**config.mk**
```make
export PLATFORM = sky130hd
export DESIGN_NAME = car_alarm_fsm
export DESIGN_NICKNAME = d
export VERILOG_FILES = /design/src/rtl/car_alarm_pkg.sv /design/src/rtl/alarm_timer.sv /design/src/rtl/car_alarm_fsm.sv
export SDC_FILE = /design/constraint.sdc
export NUM_CORES = 1
export LEC_CHECK = 0
export ABC_AREA = 1
export ABC_CLOCK_PERIOD_IN_PS = 1600
export BUFFER_PORTS_ARGS = -buffer_cell sky130_fd_sc_hd__buf_2
export CAP_MARGIN = 20
export CORE_MARGIN = 2
export CORE_UTILIZATION = 42
export DETAILED_ROUTE_END_ITERATION = 10
export HOLD_SLACK_MARGIN = 0.1
export PLACE_DENSITY = 0.69
export SLEW_MARGIN = 5
export SYNTH_ARGS = -nofsm -noshare
export SYNTH_HDL_FRONTEND = slang
export SYNTH_SLANG_ARGS = --single-unit
```
**constraint.sdc**
```tcl
create_clock -name clk -period 1.6 [get_ports clk]
set_input_delay 0.4 -clock clk [delete_from_list [all_inputs] [get_ports clk]]
set_output_delay 0.4 -clock clk [all_outputs]
set_load 0.005 [all_outputs]
```
**src/rtl/car_alarm_pkg.sv**
```systemverilog
// Shared types and helpers for the car alarm controller.
// State encoding, plus a max() used to size the timer.
package car_alarm_pkg;

  typedef enum logic [1:0] {
    ST_DISARMED = 2'd0,
    ST_ARMED    = 2'd1,
    ST_ENTRY    = 2'd2,
    ST_ALARM    = 2'd3
  } alarm_state_e;

  function automatic int max_int(input int a, input int b);
    return (a > b) ? a : b;
  endfunction

endpackage

```
**src/rtl/alarm_timer.sv**
```systemverilog
// Loadable down-counter for entry delay and siren bursts.
// Ports: clk, reset (sync, high), load/load_val, en (decrement), zero.
module alarm_timer #(
  parameter int CNT_W = 4
) (
  input  logic             clk,
  input  logic             reset,
  input  logic             load,
  input  logic [CNT_W-1:0] load_val,
  input  logic             en,
  output logic             zero
);

  logic [CNT_W-1:0] cnt_q;
  logic [CNT_W-1:0] cnt_d;

  // Saturates at zero so the count never wraps.
  always_comb begin
    cnt_d = cnt_q;
    if (load) begin
      cnt_d = load_val;
    end else if (en && (cnt_q != '0)) begin
      cnt_d = cnt_q - 1'b1;
    end
  end

  always_ff @(posedge clk) begin
    if (reset) begin
      cnt_q <= '0;
    end else begin
      cnt_q <= cnt_d;
    end
  end

  assign zero = (cnt_q == '0);

endmodule

```
**src/rtl/car_alarm_fsm.sv**
```systemverilog
// Car alarm: arm/disarm, entry delay, timed siren with re-trigger.
// Ports: clk, reset (sync, high), CarLightsOnSign, OpenDoorSign,
// IgnitionSignalOn, ArmReq, DisarmReq -> CarAlarmSignal,
// LightsWarning, Armed, TripDoor (all registered).
// Define CAR_ALARM_PULSE_EN for a toggling siren in ALARM.
module car_alarm_fsm
  import car_alarm_pkg::*;
#(
  parameter int NUM_DOORS   = 4,
  parameter int ENTRY_DELAY = 8,
  parameter int ALARM_LEN   = 16
) (
  input  logic                 clk,
  input  logic                 reset,
  input  logic                 CarLightsOnSign,
  input  logic [NUM_DOORS-1:0] OpenDoorSign,
  input  logic                 IgnitionSignalOn,
  input  logic                 ArmReq,
  input  logic                 DisarmReq,
  output logic                 CarAlarmSignal,
  output logic                 LightsWarning,
  output logic                 Armed,
  output logic [NUM_DOORS-1:0] TripDoor
);

  localparam int CNT_W =
    $clog2(max_int(ENTRY_DELAY, ALARM_LEN) + 1);
  localparam logic [CNT_W-1:0] ENTRY_LD =
    CNT_W'(ENTRY_DELAY - 1);
  localparam logic [CNT_W-1:0] ALARM_LD =
    CNT_W'(ALARM_LEN - 1);

  alarm_state_e         state_q, state_d;
  logic                 siren_q, siren_d;
  logic                 warn_q, warn_d;
  logic                 armed_q, armed_d;
  logic [NUM_DOORS-1:0] trip_q, trip_d;

  logic             t_load;
  logic [CNT_W-1:0] t_val;
  logic             t_en;
  logic             t_zero;
  logic             any_door;

  assign any_door = |OpenDoorSign;

  alarm_timer #(
    .CNT_W(CNT_W)
  ) u_timer (
    .clk     (clk),
    .reset   (reset),
    .load    (t_load),
    .load_val(t_val),
    .en      (t_en),
    .zero    (t_zero)
  );

  always_comb begin
    state_d = state_q;
    trip_d  = trip_q;
    t_load  = 1'b0;
    t_val   = '0;
    t_en    = 1'b0;
    unique case (state_q)
      ST_DISARMED: begin
        if (ArmReq && !any_door && !IgnitionSignalOn) begin
          state_d = ST_ARMED;
          trip_d  = '0;
        end
      end
      ST_ARMED: begin
        if (IgnitionSignalOn) begin
          state_d = ST_ALARM;
          t_load  = 1'b1;
          t_val   = ALARM_LD;
        end else if (any_door) begin
          state_d = ST_ENTRY;
          t_load  = 1'b1;
          t_val   = ENTRY_LD;
          trip_d  = trip_q | OpenDoorSign;
        end
      end
      ST_ENTRY: begin
        trip_d = trip_q | OpenDoorSign;
        if (t_zero) begin
          state_d = ST_ALARM;
          t_load  = 1'b1;
          t_val   = ALARM_LD;
        end else begin
          t_en = 1'b1;
        end
      end
      ST_ALARM: begin
        trip_d = trip_q | OpenDoorSign;
        if (!t_zero) begin
          t_en = 1'b1;
        end else if (any_door || IgnitionSignalOn) begin
          t_load = 1'b1;
          t_val  = ALARM_LD;
        end else begin
          state_d = ST_ARMED;
        end
      end
      default: state_d = ST_DISARMED;
    endcase
    // Disarm wins; clear the timer so it idles at zero.
    if (DisarmReq) begin
      state_d = ST_DISARMED;
      t_load  = 1'b1;
      t_val   = '0;
    end
  end

  // Outputs follow the next state so they change with it.
  always_comb begin
    armed_d = (state_d != ST_DISARMED);
    warn_d  = (state_d == ST_DISARMED) &&
              CarLightsOnSign && any_door &&
              !IgnitionSignalOn;
`ifdef CAR_ALARM_PULSE_EN
    siren_d = (state_d == ST_ALARM) &&
              ((state_q != ST_ALARM) || !siren_q);
`else
    siren_d = (state_d == ST_ALARM);
`endif
  end

  always_ff @(posedge clk) begin
    if (reset) begin
      state_q <= ST_DISARMED;
      siren_q <= 1'b0;
      warn_q  <= 1'b0;
      armed_q <= 1'b0;
      trip_q  <= '0;
    end else begin
      state_q <= state_d;
      siren_q <= siren_d;
      warn_q  <= warn_d;
      armed_q <= armed_d;
      trip_q  <= trip_d;
    end
  end

  assign CarAlarmSignal = siren_q;
  assign LightsWarning  = warn_q;
  assign Armed          = armed_q;
  assign TripDoor       = trip_q;

endmodule

```
==> run metrics <==
outcome=finished clean; die footprint=roughly 2100 um2; input/output buffers=16; setup TNS=0 ns; pin count of the biggest net entering global routing=9; syn avg cell area=around 8 um2; dpl cell area=around 850 um2; Reg2Reg Launch Point=u_timer.cnt_q[0]; Top cell by count, worst path=inv_1; HP Class=input pin to flip-flop; cells after synthesis=a little over 90; drt via density=roughly 5.0; Post-CTS Resized=0; Hold Vio Cnt, Final=0; RePlAce Congestion=0.778; die extent in x=approximately 46 um; dpl ws=between 0.15 and 0.2 ns; fin crit period=between 1 and 1.5 ns; reg2reg path depth=7; Synth area leader=dfxtp_1; final worst setup slack=0.170 ns; CTS tree=yes; layout cell share with drive strength beyond 1=between 30% and 40%; Metal-1 WL=slightly above 600 um; critical path cell sequence=inv_1, ha_1, inv_1, nor2_4, a21oi_2, o211ai_2, nor2b_1; First DRT Iteration DRCs=6; Synth top area share=37.6%; placeable core area=between 1500 and 2000 um2; Fill cells=around 170; crit path capture type=flip-flop; Mapped Area=746 um2; CP peak stage delay=approximately 0.36 ns; multi-input logic area=slightly below 400 um2; Yosys Warn Count=0; DR WL met2=around 640 um; P per Cell Area=798 nW/um2; Slowest-stage cell, CP=dfxtp_1; Post CTS Setup Buffer Count=0; most frequent cells in the layout=inv_1 (16), buf_2 (16), dfxtp_1 (14); static leakage power=~0.45 nW; crit path kind=flip-flop to flip-flop; TritonCTS buffer count=3; clk_skew=roughly 0.012 ns; Slew HR=between 70% and 80%; grt ovf=0; number of global-route vias before repair=around 570; initial antenna violation count=0; metal3 WL=approximately 95 um; P&R area growth vs syn=18.5%; post-synthesis sequential area ratio=37.6%; Final period util=between 80% and 90%; Clock Path Buffers=2; dpl hpwl=between 1000 and 1500 um; Syn Nets=approximately 110; first-pass GRT wire length=2350 um; row count=15; WP data arrival=about 1.6 ns; Starting Density=approximately 44%; crit path max fanout=4; Register Area=280 um2; clk sinks=14; Via Count=roughly 650; Max Cap Viol=0; fmax=~0.70 GHz; # diodes=0; Die Y-Extent=46.1 um; RSZ-0062 raised after global routing=false; Top Layer Used=met4; r2r setup slk=~0.17 ns; worst-margin pin slew=approximately 0.33 ns; Seq cells post-synth=14; hold_buf cts=0; num ports=17; Worst setup SP type=flip-flop; Finish-stage setup viols=0; Root Buffer Master=clkbuf_4; worst skew pair latency=about 0.29 ns; wirelength, routed=around 1400 um; Cell variety after synth=26; DRC=0; Critical R2R Capture=LightsWarning; crit-path leading delay family=compound AO/OA/AOI/OAI gates; Worst IR Drop VDD=562 uV; hold_sp=reset; Hold Path Sink=state_q[1]; worst path required time=between 1.5 and 2 ns; Max Slew Vio Count=0; DR WL/cell=about 11 um; Antenna Nets Post-Route=0; H-tree levels=1; Worst Path Buf+Inv=2; Layout Nets=roughly 130; top cells by area, synth=dfxtp_1 (38%), inv_1 (8.1%), nand2_1 (6.5%); GRT Total Usage=approximately 16%; finished layout cell area=just under 900 um2; Clock transition at path regs=~0.09 ns; Pre-antenna DRT Iters=4; hold depth=2
power by group:
group           total, W  internal, W  switching (W)  leakage, nW
Sequential      0.000363     0.000356     0.00000679        0.114
Combinational  0.0000840    0.0000346      0.0000493        0.314
Clock           0.000258     0.000139       0.000120       0.0210
Total           0.000705     0.000529       0.000176        0.449
sequential cells by signal, summed over array words and instances, names as in the netlist:
signal / count
TripDoor: 4
CarAlarmSignal: 1
LightsWarning: 1
u_timer.cnt_q: 5
state_q: 2
Armed: 1
cell usage after synthesis (all sizes together):
library cell / n
o211ai: 1
dfxtp: 14
xnor2: 1
nor2: 12
clkinv: 1
or2: 1
nand3: 4
ha: 2
o21bai: 2
nand2: 15
inv: 17
a21boi: 1
o21ai: 5
a21oi: 8
nand4: 7
nor3: 1
nor2b: 1
layer usage:
metal	global-route usage (%)	vias up
met1	17.3	284
met3	6.27	5
met2	26.1	20
li1	-	342
met5	0	-
met4	12.0	0
area by class of cell:
class / instances / share of cell area (%)
Inverter: 18 / 7.65
Multi-Input combinational cell: 61 / 45.0
Sequential cell: 14 / 31.7
Clock buffer: 4 / 4.11
Timing Repair Buffer: 16 / 9.07
Tap cell: 17 / 2.41
through the flow:
stage               power [W]  cells  util (%)  hold WS [ns]
floorplan            0.000428     93         -         0.447
global placement     0.000453    126      50.1         0.436
detailed placement   0.000456    126      50.1         0.441
CTS                  0.000714    130      52.3         0.317
global route         0.000745    130      52.3         0.318
finish               0.000705    130      52.3         0.321
worst max path at each step:
stage | startpoint | to | slack, ns | depth (start not counted)
5_1_grt | u_timer.cnt_q[0] | u_timer.cnt_q[0] | 0.04 | 10
4_1_cts | u_timer.cnt_q[0] | u_timer.cnt_q[0] | 0.16 | 10
2_1_floorplan | u_timer.cnt_q[0] | Armed | 0.31 | 9
3_3_place_gp | u_timer.cnt_q[0] | LightsWarning | 0.19 | 7
3_5_place_dp | u_timer.cnt_q[0] | u_timer.cnt_q[0] | 0.17 | 10
6_report | u_timer.cnt_q[0] | LightsWarning | 0.17 | 7
cell families (layout without fill, tap and decap cells):
kind of cell             count (synthesis)  count (layout)  synth area share [%]
AO/OA/AOI/OAI                           17              17                  14.4
AND/OR/NAND/NOR                         41              41                  34.4
XOR/XNOR                                 1               1                  1.17
flip-flops                              14              14                  37.6
adder cells (fa/ha/maj)                  2               2                  3.36
buffers and inverters                   18              38                  9.06
No activity file was read; power rests on OpenSTA's default activity.
